<file path="config.mk">
export PLATFORM = sky130hd
export DESIGN_NAME = hazard_ctrl_flat
export DESIGN_NICKNAME = d
export VERILOG_FILES = /design/src/rtl/hazard_pkg.sv /design/src/rtl/hazard_ctrl_if.sv /design/src/rtl/hazard_fwd_unit.sv /design/src/rtl/hazard_ctrl.sv /design/src/flat_wrapper.sv
export SDC_FILE = /design/constraint.sdc
export NUM_CORES = 1
export LEC_CHECK = 0
export BUFFER_PORTS_ARGS = -buffer_cell sky130_fd_sc_hd__buf_2
export CAP_MARGIN = 20
export CORE_ASPECT_RATIO = 1.75
export CORE_MARGIN = 2
export CORE_UTILIZATION = 42
export DETAILED_ROUTE_END_ITERATION = 7
export PLACE_DENSITY = 0.84
export SETUP_SLACK_MARGIN = 0.05
export SYNTH_ARGS = -nofsm -noshare
export SYNTH_HDL_FRONTEND = slang
export SYNTH_SLANG_ARGS = --single-unit
</file>
<file path="constraint.sdc">
create_clock -name i_clk -period 3.9 [get_ports i_clk]
set_input_delay 0.585 -clock i_clk [delete_from_list [all_inputs] [get_ports i_clk]]
set_output_delay 0.585 -clock i_clk [all_outputs]
set_load 0.02 [all_outputs]
</file>
<file path="src/rtl/hazard_pkg.sv">
// Shared encodings for the hazard controller: writeback source codes,
// forwarding selects and the LSU-wait FSM states.
package hazard_pkg;

    // Writeback source encodings carried down the pipe in wb_sel*.
    localparam logic [1:0] WB_ALU = 2'b00;
    localparam logic [1:0] WB_MEM = 2'b01;
    localparam logic [1:0] WB_PC4 = 2'b10;

    // EX-stage operand source select.
    typedef enum logic [1:0] {
        FWD_RF  = 2'd0,
        FWD_WB  = 2'd1,
        FWD_MEM = 2'd2
    } fwd_sel_e;

    // LSU-wait FSM states.
    typedef enum logic [1:0] {
        S_RUN,
        S_WAIT,
        S_RELEASE
    } state_e;

endpackage

</file>
<file path="src/rtl/hazard_ctrl_if.sv">
// Pipeline <-> hazard controller signal bundle.
// master: the pipeline datapath (drives indices/controls, receives stall/flush/fwd).
// slave:  hazard_ctrl.
interface hazard_ctrl_if;

    logic [4:0] rs1_addrD;
    logic [4:0] rs2_addrD;
    logic [4:0] rs1_addrE;
    logic [4:0] rs2_addrE;
    logic [4:0] rd_addrE;
    logic       rd_wrenE;
    logic [1:0] wb_selE;
    logic       pc_selE;
    logic [4:0] rd_addrM;
    logic       rd_wrenM;
    logic [4:0] rd_addrW;
    logic       rd_wrenW;
    logic       lsu_req_M;
    logic       lsu_ack_M;

    logic       StallF;
    logic       StallD;
    logic       StallE;
    logic       StallM;
    logic       FlushD;
    logic       FlushE;
    logic       FlushW;
    logic [1:0] fwd_a_selE;
    logic [1:0] fwd_b_selE;

    modport master (
        output rs1_addrD, rs2_addrD, rs1_addrE, rs2_addrE,
        output rd_addrE, rd_wrenE, wb_selE, pc_selE,
        output rd_addrM, rd_wrenM, rd_addrW, rd_wrenW,
        output lsu_req_M, lsu_ack_M,
        input  StallF, StallD, StallE, StallM,
        input  FlushD, FlushE, FlushW,
        input  fwd_a_selE, fwd_b_selE
    );

    modport slave (
        input  rs1_addrD, rs2_addrD, rs1_addrE, rs2_addrE,
        input  rd_addrE, rd_wrenE, wb_selE, pc_selE,
        input  rd_addrM, rd_wrenM, rd_addrW, rd_wrenW,
        input  lsu_req_M, lsu_ack_M,
        output StallF, StallD, StallE, StallM,
        output FlushD, FlushE, FlushW,
        output fwd_a_selE, fwd_b_selE
    );

endinterface

</file>
<file path="src/rtl/hazard_fwd_unit.sv">
// Forward select for one EX-stage operand. MEM-stage result is the youngest
// and wins over WB; x0 is never forwarded.
module hazard_fwd_unit
    import hazard_pkg::*;
(
    input  logic [4:0] rs_addrE,
    input  logic [4:0] rd_addrM,
    input  logic       rd_wrenM,
    input  logic [4:0] rd_addrW,
    input  logic       rd_wrenW,
    output fwd_sel_e   fwd_sel
);

    // Pick the youngest in-flight producer of rs_addrE.
    always_comb begin
        fwd_sel = FWD_RF;
        if (rd_wrenM && (rd_addrM != 5'd0) && (rd_addrM == rs_addrE)) begin
            fwd_sel = FWD_MEM;
        end else if (rd_wrenW && (rd_addrW != 5'd0) && (rd_addrW == rs_addrE)) begin
            fwd_sel = FWD_WB;
        end
    end

endmodule

</file>
<file path="src/rtl/hazard_ctrl.sv">
// Pipeline hazard controller: sole driver of Stall*/Flush* and EX forwarding
// selects. LSU-wait FSM bounds the freeze to MEM_TIMEOUT cycles, then releases
// the pipe and raises the sticky o_mem_err.
// Optional feature macro: HAZARD_PERF_CNT_EN (saturating stall/flush counters).
module hazard_ctrl
    import hazard_pkg::*;
#(
    parameter int unsigned MEM_TIMEOUT = 16
) (
    input  logic          i_clk,
    input  logic          i_rst_n,
    hazard_ctrl_if.slave  hz,
    output logic          o_mem_err,
    output logic [31:0]   o_stall_cnt,
    output logic [31:0]   o_flush_cnt
);

    localparam int unsigned CW = (MEM_TIMEOUT < 2) ? 1 : $clog2(MEM_TIMEOUT + 1);

    state_e          state, state_nxt;
    logic [CW-1:0]   wait_cnt, wait_cnt_nxt, wait_inc;
    logic            err_set;

    logic            mem_pend;
    logic            mem_wait;
    logic            load_use;
    logic            redirect;
    fwd_sel_e        fwd_a, fwd_b;

    hazard_fwd_unit u_fwd_a (
        .rs_addrE (hz.rs1_addrE),
        .rd_addrM (hz.rd_addrM),
        .rd_wrenM (hz.rd_wrenM),
        .rd_addrW (hz.rd_addrW),
        .rd_wrenW (hz.rd_wrenW),
        .fwd_sel  (fwd_a)
    );

    hazard_fwd_unit u_fwd_b (
        .rs_addrE (hz.rs2_addrE),
        .rd_addrM (hz.rd_addrM),
        .rd_wrenM (hz.rd_wrenM),
        .rd_addrW (hz.rd_addrW),
        .rd_wrenW (hz.rd_wrenW),
        .fwd_sel  (fwd_b)
    );

    // Hazard conditions; redirect is masked while frozen so a pending branch
    // stays held in EX and is applied the cycle the freeze drops.
    always_comb begin
        mem_pend = hz.lsu_req_M && !hz.lsu_ack_M;
        mem_wait = mem_pend && (state != S_RELEASE);
        load_use = (hz.wb_selE == WB_MEM) && hz.rd_wrenE && (hz.rd_addrE != 5'd0) &&
                   ((hz.rd_addrE == hz.rs1_addrD) || (hz.rd_addrE == hz.rs2_addrD));
        redirect = hz.pc_selE && !mem_wait;
    end

    // FSM state, wait counter and sticky error register.
    always_ff @(posedge i_clk or negedge i_rst_n) begin
        if (!i_rst_n) begin
            state     <= S_RUN;
            wait_cnt  <= '0;
            o_mem_err <= 1'b0;
        end else begin
            state    <= state_nxt;
            wait_cnt <= wait_cnt_nxt;
            if (err_set) begin
                o_mem_err <= 1'b1;
            end
        end
    end

    // Next state: wait_cnt holds the number of frozen cycles already spent,
    // so the release is decided on the cycle that completes the MEM_TIMEOUT-th.
    always_comb begin
        state_nxt    = state;
        wait_cnt_nxt = wait_cnt;
        err_set      = 1'b0;
        wait_inc     = (state == S_RUN) ? CW'(1) : wait_cnt + CW'(1);
        case (state)
            S_RUN, S_WAIT: begin
                if (mem_pend) begin
                    if (wait_inc == CW'(MEM_TIMEOUT)) begin
                        state_nxt    = S_RELEASE;
                        wait_cnt_nxt = '0;
                        err_set      = 1'b1;
                    end else begin
                        state_nxt    = S_WAIT;
                        wait_cnt_nxt = wait_inc;
                    end
                end else begin
                    state_nxt    = S_RUN;
                    wait_cnt_nxt = '0;
                end
            end
            S_RELEASE: begin
                if (!hz.lsu_req_M || hz.lsu_ack_M) begin
                    state_nxt = S_RUN;
                end
            end
            default: begin
                state_nxt    = S_RUN;
                wait_cnt_nxt = '0;
            end
        endcase
    end

    // Stall/flush/forward outputs by priority; held at zero while in reset.
    always_comb begin
        hz.StallF     = 1'b0;
        hz.StallD     = 1'b0;
        hz.StallE     = 1'b0;
        hz.StallM     = 1'b0;
        hz.FlushD     = 1'b0;
        hz.FlushE     = 1'b0;
        hz.FlushW     = 1'b0;
        hz.fwd_a_selE = FWD_RF;
        hz.fwd_b_selE = FWD_RF;
        if (i_rst_n) begin
            hz.fwd_a_selE = fwd_a;
            hz.fwd_b_selE = fwd_b;
            if (mem_wait) begin
                hz.StallF = 1'b1;
                hz.StallD = 1'b1;
                hz.StallE = 1'b1;
                hz.StallM = 1'b1;
                hz.FlushW = 1'b1;
            end else if (redirect) begin
                hz.FlushD = 1'b1;
                hz.FlushE = 1'b1;
            end else if (load_use) begin
                hz.StallF = 1'b1;
                hz.StallD = 1'b1;
                hz.FlushE = 1'b1;
            end
        end
    end

`ifdef HAZARD_PERF_CNT_EN
    logic [31:0] stall_cnt_q;
    logic [31:0] flush_cnt_q;

    // Saturating counts of StallF cycles and redirect-driven flushes.
    always_ff @(posedge i_clk or negedge i_rst_n) begin
        if (!i_rst_n) begin
            stall_cnt_q <= '0;
            flush_cnt_q <= '0;
        end else begin
            if (hz.StallF && (stall_cnt_q != '1)) begin
                stall_cnt_q <= stall_cnt_q + 32'd1;
            end
            if (redirect && (flush_cnt_q != '1)) begin
                flush_cnt_q <= flush_cnt_q + 32'd1;
            end
        end
    end

    assign o_stall_cnt = stall_cnt_q;
    assign o_flush_cnt = flush_cnt_q;
`else
    assign o_stall_cnt = '0;
    assign o_flush_cnt = '0;
`endif

endmodule

</file>
<file path="src/flat_wrapper.sv">
// flat-port wrapper written by rule: the top's interface ports become plain ports
module hazard_ctrl_flat import hazard_pkg::*;
#(
    parameter int unsigned MEM_TIMEOUT = 16
)
  (i_clk, i_rst_n, o_mem_err, o_stall_cnt, o_flush_cnt, hz_rs1_addrD, hz_rs2_addrD, hz_rs1_addrE, hz_rs2_addrE, hz_rd_addrE, hz_rd_wrenE, hz_wb_selE, hz_pc_selE, hz_rd_addrM, hz_rd_wrenM, hz_rd_addrW, hz_rd_wrenW, hz_lsu_req_M, hz_lsu_ack_M, hz_StallF, hz_StallD, hz_StallE, hz_StallM, hz_FlushD, hz_FlushE, hz_FlushW, hz_fwd_a_selE, hz_fwd_b_selE);
  hazard_ctrl_if hz_i ();
  input  logic i_clk;
  input  logic i_rst_n;
  output logic o_mem_err;
  output logic [31:0] o_stall_cnt;
  output logic [31:0] o_flush_cnt;
  input wire logic [$bits(hz_i.rs1_addrD)-1:0] hz_rs1_addrD;
  input wire logic [$bits(hz_i.rs2_addrD)-1:0] hz_rs2_addrD;
  input wire logic [$bits(hz_i.rs1_addrE)-1:0] hz_rs1_addrE;
  input wire logic [$bits(hz_i.rs2_addrE)-1:0] hz_rs2_addrE;
  input wire logic [$bits(hz_i.rd_addrE)-1:0] hz_rd_addrE;
  input wire logic [$bits(hz_i.rd_wrenE)-1:0] hz_rd_wrenE;
  input wire logic [$bits(hz_i.wb_selE)-1:0] hz_wb_selE;
  input wire logic [$bits(hz_i.pc_selE)-1:0] hz_pc_selE;
  input wire logic [$bits(hz_i.rd_addrM)-1:0] hz_rd_addrM;
  input wire logic [$bits(hz_i.rd_wrenM)-1:0] hz_rd_wrenM;
  input wire logic [$bits(hz_i.rd_addrW)-1:0] hz_rd_addrW;
  input wire logic [$bits(hz_i.rd_wrenW)-1:0] hz_rd_wrenW;
  input wire logic [$bits(hz_i.lsu_req_M)-1:0] hz_lsu_req_M;
  input wire logic [$bits(hz_i.lsu_ack_M)-1:0] hz_lsu_ack_M;
  output wire logic [$bits(hz_i.StallF)-1:0] hz_StallF;
  output wire logic [$bits(hz_i.StallD)-1:0] hz_StallD;
  output wire logic [$bits(hz_i.StallE)-1:0] hz_StallE;
  output wire logic [$bits(hz_i.StallM)-1:0] hz_StallM;
  output wire logic [$bits(hz_i.FlushD)-1:0] hz_FlushD;
  output wire logic [$bits(hz_i.FlushE)-1:0] hz_FlushE;
  output wire logic [$bits(hz_i.FlushW)-1:0] hz_FlushW;
  output wire logic [$bits(hz_i.fwd_a_selE)-1:0] hz_fwd_a_selE;
  output wire logic [$bits(hz_i.fwd_b_selE)-1:0] hz_fwd_b_selE;
  assign hz_i.rs1_addrD = hz_rs1_addrD;
  assign hz_i.rs2_addrD = hz_rs2_addrD;
  assign hz_i.rs1_addrE = hz_rs1_addrE;
  assign hz_i.rs2_addrE = hz_rs2_addrE;
  assign hz_i.rd_addrE = hz_rd_addrE;
  assign hz_i.rd_wrenE = hz_rd_wrenE;
  assign hz_i.wb_selE = hz_wb_selE;
  assign hz_i.pc_selE = hz_pc_selE;
  assign hz_i.rd_addrM = hz_rd_addrM;
  assign hz_i.rd_wrenM = hz_rd_wrenM;
  assign hz_i.rd_addrW = hz_rd_addrW;
  assign hz_i.rd_wrenW = hz_rd_wrenW;
  assign hz_i.lsu_req_M = hz_lsu_req_M;
  assign hz_i.lsu_ack_M = hz_lsu_ack_M;
  assign hz_StallF = hz_i.StallF;
  assign hz_StallD = hz_i.StallD;
  assign hz_StallE = hz_i.StallE;
  assign hz_StallM = hz_i.StallM;
  assign hz_FlushD = hz_i.FlushD;
  assign hz_FlushE = hz_i.FlushE;
  assign hz_FlushW = hz_i.FlushW;
  assign hz_fwd_a_selE = hz_i.fwd_a_selE;
  assign hz_fwd_b_selE = hz_i.fwd_b_selE;
  hazard_ctrl #(.MEM_TIMEOUT(MEM_TIMEOUT)) u_core (.i_clk(i_clk), .i_rst_n(i_rst_n), .hz(hz_i), .o_mem_err(o_mem_err), .o_stall_cnt(o_stall_cnt), .o_flush_cnt(o_flush_cnt));
endmodule
</file>
==> impl_results.md, run 1 <==
* Total Power at 0.3235 mW
* Num rows at 27
* Critical path endpoint category: output port
* Critical Path RT at 3.31 ns
* Clk buf depth at 2
* Post-synth EDFFs at 0
* Syn_area_per_cell at 8.177 um^2
* Placer Congestion at 0.8586
* Router iterations before antenna repair at 3
* Seq/Total Area, Yosys at 0.1440
* Worst setup SP type: primary input
* Dominant cell type by area after synthesis: buf_4
* Utilization after layout at 0.4771
* Area delta synth->final at 7.831%
* Clock Latency Late Sink at 0.22 ns
* Synth Flop Type: dfrtp_1
* Synth area leaders: buf_4 (36%), xor2_1 (16%), dfrtp_1 (14%)
* Fillers at 330
* Post-Synth Simple-Gate Area at 0.1854
* Hold_buf cts at 0
* I/O Pins at 121
* Die H at 80.11 um
* Final Slew Violations at 0
* Num CTS Buffers at 3
* Fin crit period at 2.514 ns
* N_diodes at 0
* Number of antenna violations at the first check in global routing at 0
* Remaining DRCs at 0
* Ys async rst share at 1.000
* Vias per cell at 4.340
* H-tree levels at 1
* Pin count of the biggest net entering global routing at 15
* Post-DRT Antenna Nets at 0
* Most common cell in the netlist: buf_4
* Largest fanout on the critical path at 3
* CTS Root Cell: clkbuf_8
* Core area at 0.003142 mm^2
* CTS tree: built
* Critical path's largest stage delay at 0.54 ns
* # resized after CTS at 0
* Final setup TNS at 0 ns
* Number of max-cap violations at 0
* FF-to-FF setup slack at 2.27 ns
* DR iter-0 viols at 6
* Vias in the first global route at 1140
* Netlist area before placement at 0.001390 mm^2
* IO buf count at 56
* Synth top area share at 0.3618
* Fraction of layout cells with a size suffix above 1 at 0.2844
* Post-Route WL at 2876 um
* Total number of vias at 1163
* Leakage at 0.8125 nW
* Die width at 47.49 um
* Final cycle utilization of the critical path at 0.6446
* Slowest-stage cell, CP: or4_1
* Fmax at 397.8 MHz
* Synth Area in XOR/XNOR at 0.1953
* Clock sink count at 8
* Post-synthesis compound-gate area fraction at 0.1017
* Cell repeated most along the worst path: buf_2
* Commonest cells in the netlist: buf_4 (67), xor2_1 (25), dfrtp_1 (8)
* Clock-pin slew on the worst setup and hold paths at 0.04 ns
* GRT Util Overall at 0.1514
* Setup violators final at 0
* Global-route wire length before repair at 4250 um
* Total die area at 0.003804 mm^2
* Layout Skew at 0.001295 ns
* #FFs+latches synth at 8
* Crit path cell chain: buf_2 > or4_1 > o21ai_2 > nor4_1 > nor4_2 > buf_2
* Yosys warns at 0
* CP Class: in2out
* Global route overflow at 0
* Critical R2R Launch: u_core.wait_cnt[0]
* Cell variety after synth at 35
* Cell depth of the worst flop-to-flop path at 5
* WL per Instance at 10.73 um
* Outcome: finished clean
* Peak supply drop at 0.0001253 V
* Mapped Cells at 170
* Final HPWL DP at 2614 um
* Synth Area in Adders at 0.009001
* Largest family of logic cells by synthesized area: buffers and inverters
* Final Hold Vio Count at 0
* PwrDens at 215.8 mW/mm^2
* FF-to-FF End: u_core.state[0]
* Worst hold-check path type: in2async
* Initial Util at 0.4425
* Min Hold Slack at 0.2303 ns
* Setup repair bufs after CTS at 0
* Unrepaired setup endpoints after global routing: no
* Nets at 273
* CP arrival at 1.93 ns
* Mux share of post-synthesis cell area at 0
cells in the final DEF (no fill, tap or decap):
cell	instances
conb_1	64
buf_2	56
xor2_1	25
dfrtp_1	8
xnor2_1	6
nor2_1	6
nor3_1	5
nand2_1	5
o21ai_0	5
or4_1	4
nand3_1	4
o21bai_1	3
clkbuf_8	3
nor4_1	2
nor4_2	2
and2_2	2
nor2b_1	2
and3_1	2
a21boi_0	2
a21oi_1	2
a32o_1	2
o21ai_2	1
o211ai_1	1
nand2b_1	1
a22oi_1	1
a211oi_1	1
and2_1	1
nand3b_1	1
and3b_1	1
nor3b_1	1
and2b_1	1
or3b_1	1
o31a_1	1
or4bb_1	1
a22o_1	1
ha_1	1
report_power, final:
group          total [mW]  leakage, nW  switching (mW)  internal [mW]
clock              0.0956       0.0216          0.0290         0.0665
sequential         0.0874        0.109         0.00223         0.0852
combinational       0.140        0.682          0.0996         0.0409
total               0.323        0.813           0.131          0.193
flip-flops by register name, indices dropped and copies added (netlist names):
signal	flops
u_core.wait_cnt	5
u_core.state	2
u_core.o_mem_err	1
metal layers:
| layer | share of wire | global-route usage | routed length, um | vias up |
|---|---|---|---|---|
| li1 | - | - | - | 553 |
| met1 | 0.26 | 0.1062 | 757 | 527 |
| met2 | 0.61 | 0.3230 | 1753 | 73 |
| met3 | 0.10 | 0.02247 | 298 | 10 |
| met4 | 0.023 | 0.07222 | 67 | 0 |
| met5 | 0 | 0 | 0 | - |
worst max path at each step:
stage | start | endpoint | slack, ns | depth (start not counted)
final | hz_rd_addrM[0] | hz_fwd_a_selE[0] | 1.39 | 6
after global routing | hz_rd_addrM[0] | hz_fwd_a_selE[0] | 1.29 | 6
after CTS | hz_rd_addrM[0] | hz_fwd_a_selE[0] | 1.37 | 6
after detailed placement | hz_rd_addrM[0] | hz_fwd_a_selE[0] | 1.37 | 6
after global placement | hz_rd_addrM[0] | hz_fwd_b_selE[0] | 1.39 | 6
after floorplan | hz_rd_addrM[0] | hz_fwd_a_selE[0] | 1.47 | 4
cell type report:
type                            count  area, um^2  area share
Tap cell                           43       53.80     0.03589
Multi-Input combinational cell    158       923.4      0.6160
Sequential cell                     8       200.2      0.1336
Clock buffer                        3       41.29     0.02755
Timing Repair Buffer               56       280.3      0.1870
stage by stage:
step	instance area, um^2	instances	setup WS, ns
final	1499	268	1.386
after global routing	1499	268	1.290
after CTS	1499	268	1.368
after detailed placement	1458	265	1.373
after global placement	1458	265	1.390
after floorplan	1627	233	1.473
kinds of logic after synthesis:
family          Yosys count
fa+ha+maj                 1
flops                     8
buf+inv                  67
compound gates           20
xor+xnor                 31
simple gates             42
other cells               1
critical path, delay by kind of cell:
family / cells / cell delay, ns
compound gates: 1 / 0.14
simple gates: 3 / 0.89
buf+inv: 2 / 0.32
Note: power is estimated with default switching activity, not from simulation.
==> run 2: changes to the inputs <==
--- a/config.mk
+++ b/config.mk
@@ -9,9 +9,9 @@
 export CAP_MARGIN = 20
 export CORE_ASPECT_RATIO = 1.75
 export CORE_MARGIN = 2
-export CORE_UTILIZATION = 42
+export CORE_UTILIZATION = 35
 export DETAILED_ROUTE_END_ITERATION = 7
-export PLACE_DENSITY = 0.84
+export PLACE_DENSITY = 0.74
 export SETUP_SLACK_MARGIN = 0.05
 export SYNTH_ARGS = -nofsm -noshare
 export SYNTH_HDL_FRONTEND = slang
==> constraint.sdc (replaced) <==
create_clock -name i_clk -period 2.2 [get_ports i_clk]
set_input_delay 0.33 -clock i_clk [delete_from_list [all_inputs] [get_ports i_clk]]
set_output_delay 0.33 -clock i_clk [all_outputs]
set_load 0.02 [all_outputs]
==> run 2 against run 1 <==
Net effect:
- design area rose by 0.92%
- clock power rose by 88%
- sequential share of layout area fell by 0.12 points
- combinational power rose by 77%
- via count fell by 0.60%
- wire length fell by 7.6%
- global-route usage fell by 3.8 points
- sequential cell count did not move
- critical path depth did not move
- total power rose by 80%
- non-clock buffer count rose by 1
- register-to-register slack got worse by 1.7 ns
- critical endpoint is now hz_fwd_b_selE[0]
==> impl_results.md, run 2 (synthesis gave the netlist of run 1 again) <==
* Unrepaired setup endpoints after global routing: no
* Number of max-cap violations at 0 (unchanged)
* Max reg flops at 5 (unchanged)
* Die width at 51.64 um (+8.7%)
* Final HPWL DP at 2397 um (-8.3%)
* Vias per cell at 4.219 (-2.8%)
* Largest register by flop count: u_core.wait_cnt
* Largest regs: u_core.wait_cnt: 5 flops, u_core.state: 2 flops, u_core.o_mem_err: 1 flops
* Worst hold-check path type: in2async
* Setup repair bufs after CTS at 0 (unchanged)
* Fin crit period at 2.015 ns
* Critical path endpoint category: output port
* Final Slew Violations at 0 (unchanged)
* Fraction of layout cells with a size suffix above 1 at 0.2876 (+0.003166)
* Clock Latency Late Sink at 0.23 ns (about the same)
* # resized after CTS at 0 (unchanged)
* Utilization after layout at 0.3951 (-0.08200)
* Global route overflow at 0 (unchanged)
* Total Power at 0.5824 mW (+80%)
* H-tree levels at 1 (unchanged)
* Num CTS Buffers at 3 (unchanged)
* Number of antenna violations at the first check in global routing at 0 (unchanged)
* Peak supply drop at 0.0003455 V (+180%)
* WL per Instance at 9.701 um (-9.6%)
* DR iter-0 viols at 12 (+6)
* Met3 wire len at 269 um (-9.7%)
* GRT Util Overall at 0.1133 (-0.03813)
* Outcome: finished clean
* I/O Pins at 121 (unchanged)
* Post-DRT Antenna Nets at 0 (unchanged)
* M1 wire length at 870 um (+15%)
* Most frequent cells in the layout: conb_1 (64), buf_2 (56), xor2_1 (25)
* Final Hold Vio Count at 0 (unchanged)
* Top Metal Used: met4
* Final cycle utilization of the critical path at 0.9161
* Worst setup SP type: primary input
* Clk buf depth at 2 (unchanged)
* CP arrival at 1.69 ns (-0.24 ns)
* Total number of vias at 1156 (-0.60%)
* Layout Skew at 0.0004494 ns (-0.0008454 ns)
* Fmax at 496.2 MHz
* Final setup TNS at 0 ns (unchanged)
* Multi-input gate area at 923.4 um^2 (unchanged)
* PwrDens at 385.0 mW/mm^2 (+78%)
* Placer Congestion at 0.8337 (-2.9%)
* Non-filler cells, final at 274 (+2.2%)
* Nets at 274 (+0.37%)
* Fillers at 407 (+23%)
* CTS Root Cell: clkbuf_8
* Final worst setup slack at 0.1845 ns (-1.201 ns)
* CTS tree: built
* IO buf count at 56 (unchanged)
* WL met2 at 1499 um (-14%)
* Setup violators final at 0 (unchanged)
* Placed insts at 271 (+2.3%)
* Remaining DRCs at 0 (unchanged)
* Largest fanout on the critical path at 3 (unchanged)
* Num rows at 30 (+11%)
* Initial Util at 0.3631 (-0.07938)
* N_diodes at 0 (unchanged)
* Commonest non-fill, non-tap cell in the layout: conb_1
* Place WS at 0.1687 ns (-1.204 ns)
* Die H at 87.37 um (+9.1%)
* Global-route wire length before repair at 4002 um (-5.8%)
* Core area at 0.003829 mm^2 (+22%)
* Clock sink count at 8 (unchanged)
* Register Area at 200.2 um^2 (unchanged)
* Pin count of the biggest net entering global routing at 14 (-1)
* CP Class: in2out
* Hold_buf cts at 0 (unchanged)
* Critical Path RT at 1.87 ns (-1.44 ns)
* Post-Route WL at 2658 um (-7.6%)
* Leakage at 0.8173 nW (+0.59%)
* Vias in the first global route at 1025 (-10%)
* Area delta synth->final at 8.821%
* Router iterations before antenna repair at 3 (unchanged)
* Clock-pin slew on the worst setup and hold paths at 0.04 ns (about the same)
* Total die area at 0.004512 mm^2 (+19%)
run 2: path summary, 6_finish.rpt:
kind                                    start                 end  slack (ns)  depth (start not counted)
max                            hz_rd_addrM[0]    hz_fwd_b_selE[0]        0.18                          6
min                                   i_rst_n  u_core.wait_cnt[4]        0.06                          2
max reg2reg                u_core.wait_cnt[0]     u_core.state[0]        0.54                          4
min reg2reg                  u_core.o_mem_err    u_core.o_mem_err        0.48                          1
max in group asynchronous             i_rst_n  u_core.wait_cnt[2]        1.99                          2
min in group i_clk               hz_lsu_ack_M     u_core.state[1]        0.43                          4
run 2: metrics by stage:
step	hold WS, ns	instance area, um^2
finish	0.06233	1513
global route	0.09142	1513
CTS	0.08275	1513
detailed placement	0.3297	1471
global placement	0.3346	1471
floorplan	0.03441	1627
run 2: report_power, final:
| part | total [mW] | switching, mW | internal [mW] |
|---|---|---|---|
| registers | 0.155 | 0.00384 | 0.151 |
| clock network | 0.180 | 0.0608 | 0.119 |
| logic | 0.248 | 0.174 | 0.0738 |
| total | 0.582 | 0.239 | 0.344 |
run 2: final cells by class:
class,instances,share of cell area
multi-input combinational,158,0.6104
timing repair buffer,57,0.1902
sequential,8,0.1323
tap,48,0.03970
clock buffer,3,0.02730
run 2: worst max-delay path, cell delays in order:
cell and delay (ns):
buf_2 0.12, or4_1 0.53, o21ai_2 0.15, nor4_1 0.09, nor4_2 0.27, buf_2 0.20
run 2: metal layers:
layer	up-vias	GRT usage
met3	2	0.01890
met5	-	0
li1	557	-
met2	75	0.2261
met1	522	0.1094
met4	0	0.04306
==> run 3: changes to the inputs <==
--- a/config.mk
+++ b/config.mk
@@ -11,7 +11,7 @@
 export CORE_MARGIN = 2
 export CORE_UTILIZATION = 35
 export DETAILED_ROUTE_END_ITERATION = 7
-export PLACE_DENSITY = 0.74
+export PLACE_DENSITY = 0.88
 export SETUP_SLACK_MARGIN = 0.05
 export SYNTH_ARGS = -nofsm -noshare
 export SYNTH_HDL_FRONTEND = slang
==> run 3 against run 2 <==
Net effect:
- critical path depth did not move
- fmax barely moved
- highest routed layer unchanged
- critical endpoint unchanged
- die area did not move
- sequential cell count did not move
- largest power group unchanged
- combinational power barely moved
- critical path type unchanged
- count of clock-buffer cells in the layout did not move
==> impl_results.md, run 3 (synthesis gave the netlist of run 1 again) <==
* Outcome: finished clean
* Remaining DRCs at 0 (unchanged)
* Fillers at 377 (-7.4%)
* CP arrival at 1.68 ns (about the same)
* Clk buf depth at 2 (unchanged)
* Unrepaired setup endpoints after global routing: no
* Die H at 87.37 um (unchanged)
* Worst hold-check path type: in2async
* Critical path depth at 6 (unchanged)
* Critical Path RT at 1.87 ns (about the same)
* Min Hold Slack at 0.05524 ns (-0.007093 ns)
* Total number of vias at 1186 (+2.6%)
* WP buf/inv at 2 (unchanged)
* DR iter-0 viols at 8 (-4)
* Area delta synth->final at 9.001%
* Die width at 51.64 um (unchanged)
* Crit. Startpoint: hz_rd_addrW[1]
* Fraction of layout cells with a size suffix above 1 at 0.2876 (unchanged)
* IO buf count at 56 (unchanged)
* Critical path's largest stage delay at 0.55 ns (+0.02 ns)
* Crit path cell chain: buf_2 > or4_1 > o211ai_1 > or4_1 > nor4_2 > buf_2
* Clock sink count at 8 (unchanged)
* Post-Route WL at 2871 um (+8.0%)
* WL per Instance at 10.48 um (+8.0%)
* Num rows at 30 (unchanged)
* Peak supply drop at 0.0002882 V (-17%)
* Setup violators final at 0 (unchanged)
* Initial Util at 0.3631 (unchanged)
* Hold_buf cts at 0 (unchanged)
* Worst setup SP type: primary input
* Global route overflow at 0 (unchanged)
* Post-DRT Antenna Nets at 0 (unchanged)
* Delay-heaviest family, CP: simple AND/OR/NAND/NOR gates
* CP Class: in2out
* Final Hold Vio Count at 0 (unchanged)
* PwrDens at 386.4 mW/mm^2 (+0.35%)
* Leakage at 0.8168 nW (about the same)
* Number of max-cap violations at 0 (unchanged)
* H-tree levels at 1 (unchanged)
* Core area at 0.003829 mm^2 (unchanged)
* GRT Util Overall at 0.1187 (+0.005460)
* Final HPWL DP at 2462 um (+2.7%)
* Fmax at 496.4 MHz (about the same)
* Vias in the first global route at 1005 (-2.0%)
* Most frequent cells in the layout: conb_1 (64), buf_2 (55), xor2_1 (25)
* Router iterations before antenna repair at 4 (+1)
* Max reg flops at 5 (unchanged)
* Clock-pin slew on the worst setup and hold paths at 0.04 ns (about the same)
* Fin crit period at 2.014 ns (-0.001008 ns)
* Crit path to: hz_fwd_b_selE[0]
* Layout Skew at 0.002247 ns (+0.001798 ns)
* Total Power at 0.5855 mW (+0.52%)
* Total die area at 0.004512 mm^2 (unchanged)
* Num CTS Buffers at 3 (unchanged)
* I/O Pins at 121 (unchanged)
* Slowest-stage cell, CP: or4_1
* Final cycle utilization of the critical path at 0.9157 (about the same)
* Place WS at 0.1524 ns (-0.01635 ns)
* Vias per cell at 4.328 (+2.6%)
* FF-to-FF End: u_core.state[0]
* Critical path endpoint category: output port
* Largest fanout on the critical path at 3 (unchanged)
* Cell depth of the worst flop-to-flop path at 4 (unchanged)
* Final worst setup slack at 0.1855 ns (+0.001008 ns)
* Commonest non-fill, non-tap cell in the layout: conb_1
* Setup repair bufs after CTS at 0 (unchanged)
* Final setup TNS at 0 ns (unchanged)
* Placer Congestion at 0.8980 (+7.7%)
* Nets at 274 (unchanged)
* N_diodes at 0 (unchanged)
* Pin count of the biggest net entering global routing at 14 (unchanged)
* CTS tree: built
* CTS Root Cell: clkbuf_8
* Largest register by flop count: u_core.wait_cnt
* Largest regs: u_core.wait_cnt: 5 flops, u_core.state: 2 flops, u_core.o_mem_err: 1 flops
* Number of antenna violations at the first check in global routing at 0 (unchanged)
* Final Slew Violations at 0 (unchanged)
* FF-to-FF setup slack at 0.57 ns (+0.03 ns)
* Critical R2R Launch: u_core.wait_cnt[0]
* Global-route wire length before repair at 4153 um (+3.8%)
* Clock Latency Late Sink at 0.23 ns (about the same)
run 3: cell counts in the layout (fill, tap and decap cells not counted):
No cell type changed its count.
run 3: area by class of cell:
type                    count  area [um^2]  area share
multi-input cells         158        923.4      0.6094
repair buffers             57        290.3      0.1916
flip-flops and latches      8        200.2      0.1321
well taps                  48        60.06     0.03964
clock buffers               3        41.29     0.02725
run 3: metal layers:
layer | vias up | wire (um) | track usage
met3 | 7 | 318 | 0.02234
met4 | 0 | 51 | 0.04545
li1 | 557 | - | -
met5 | - | 0 | 0
met1 | 537 | 874 | 0.1060
met2 | 85 | 1626 | 0.2448
run 3: per-stage QoR:
step / cells / instance area (um^2) / utilization
6_report: 274 / 1515 / 0.3958
5_1_grt: 274 / 1515 / 0.3958
3_3_place_gp: 271 / 1471 / 0.3843
4_1_cts: 274 / 1513 / 0.3951
2_1_floorplan: 233 / 1627 / -
3_5_place_dp: 271 / 1471 / 0.3843
run 3: worst min-delay path by stage:
stage	end	slack (ns)	cells past startpoint	startpoint
2_1_floorplan	u_core.o_mem_err	0.03	0	i_rst_n
3_3_place_gp	u_core.state[0]	0.31	2	i_rst_n
3_5_place_dp	u_core.state[0]	0.31	2	i_rst_n
4_1_cts	u_core.wait_cnt[4]	0.06	2	i_rst_n
5_1_grt	u_core.wait_cnt[4]	0.07	2	i_rst_n
6_report	u_core.wait_cnt[4]	0.06	2	i_rst_n
run 3: power breakdown:
part | switching (mW) | total, mW | internal, mW
Sequential | 0.00390 | 0.155 | 0.151
Combinational | 0.177 | 0.251 | 0.0740
Clock | 0.0610 | 0.180 | 0.119
Total | 0.242 | 0.585 | 0.344
run 3: timing repair:
action                                 in CTS  in global routing
resized for setup                           0                  1
endpoints found under the hold margin       0                  0
setup endpoints to repair                   0                  2
run 3: worst register-to-register path, delay by kind of cell, from the launching register on:
| family | cells | cell delay, ns |
|---|---|---|
| DFF | 1 | 0.43 |
| AOI/OAI and AO/OA | 2 | 0.54 |
| and+or+nand+nor | 1 | 0.20 |
| adders and majority gates | 1 | 0.35 |
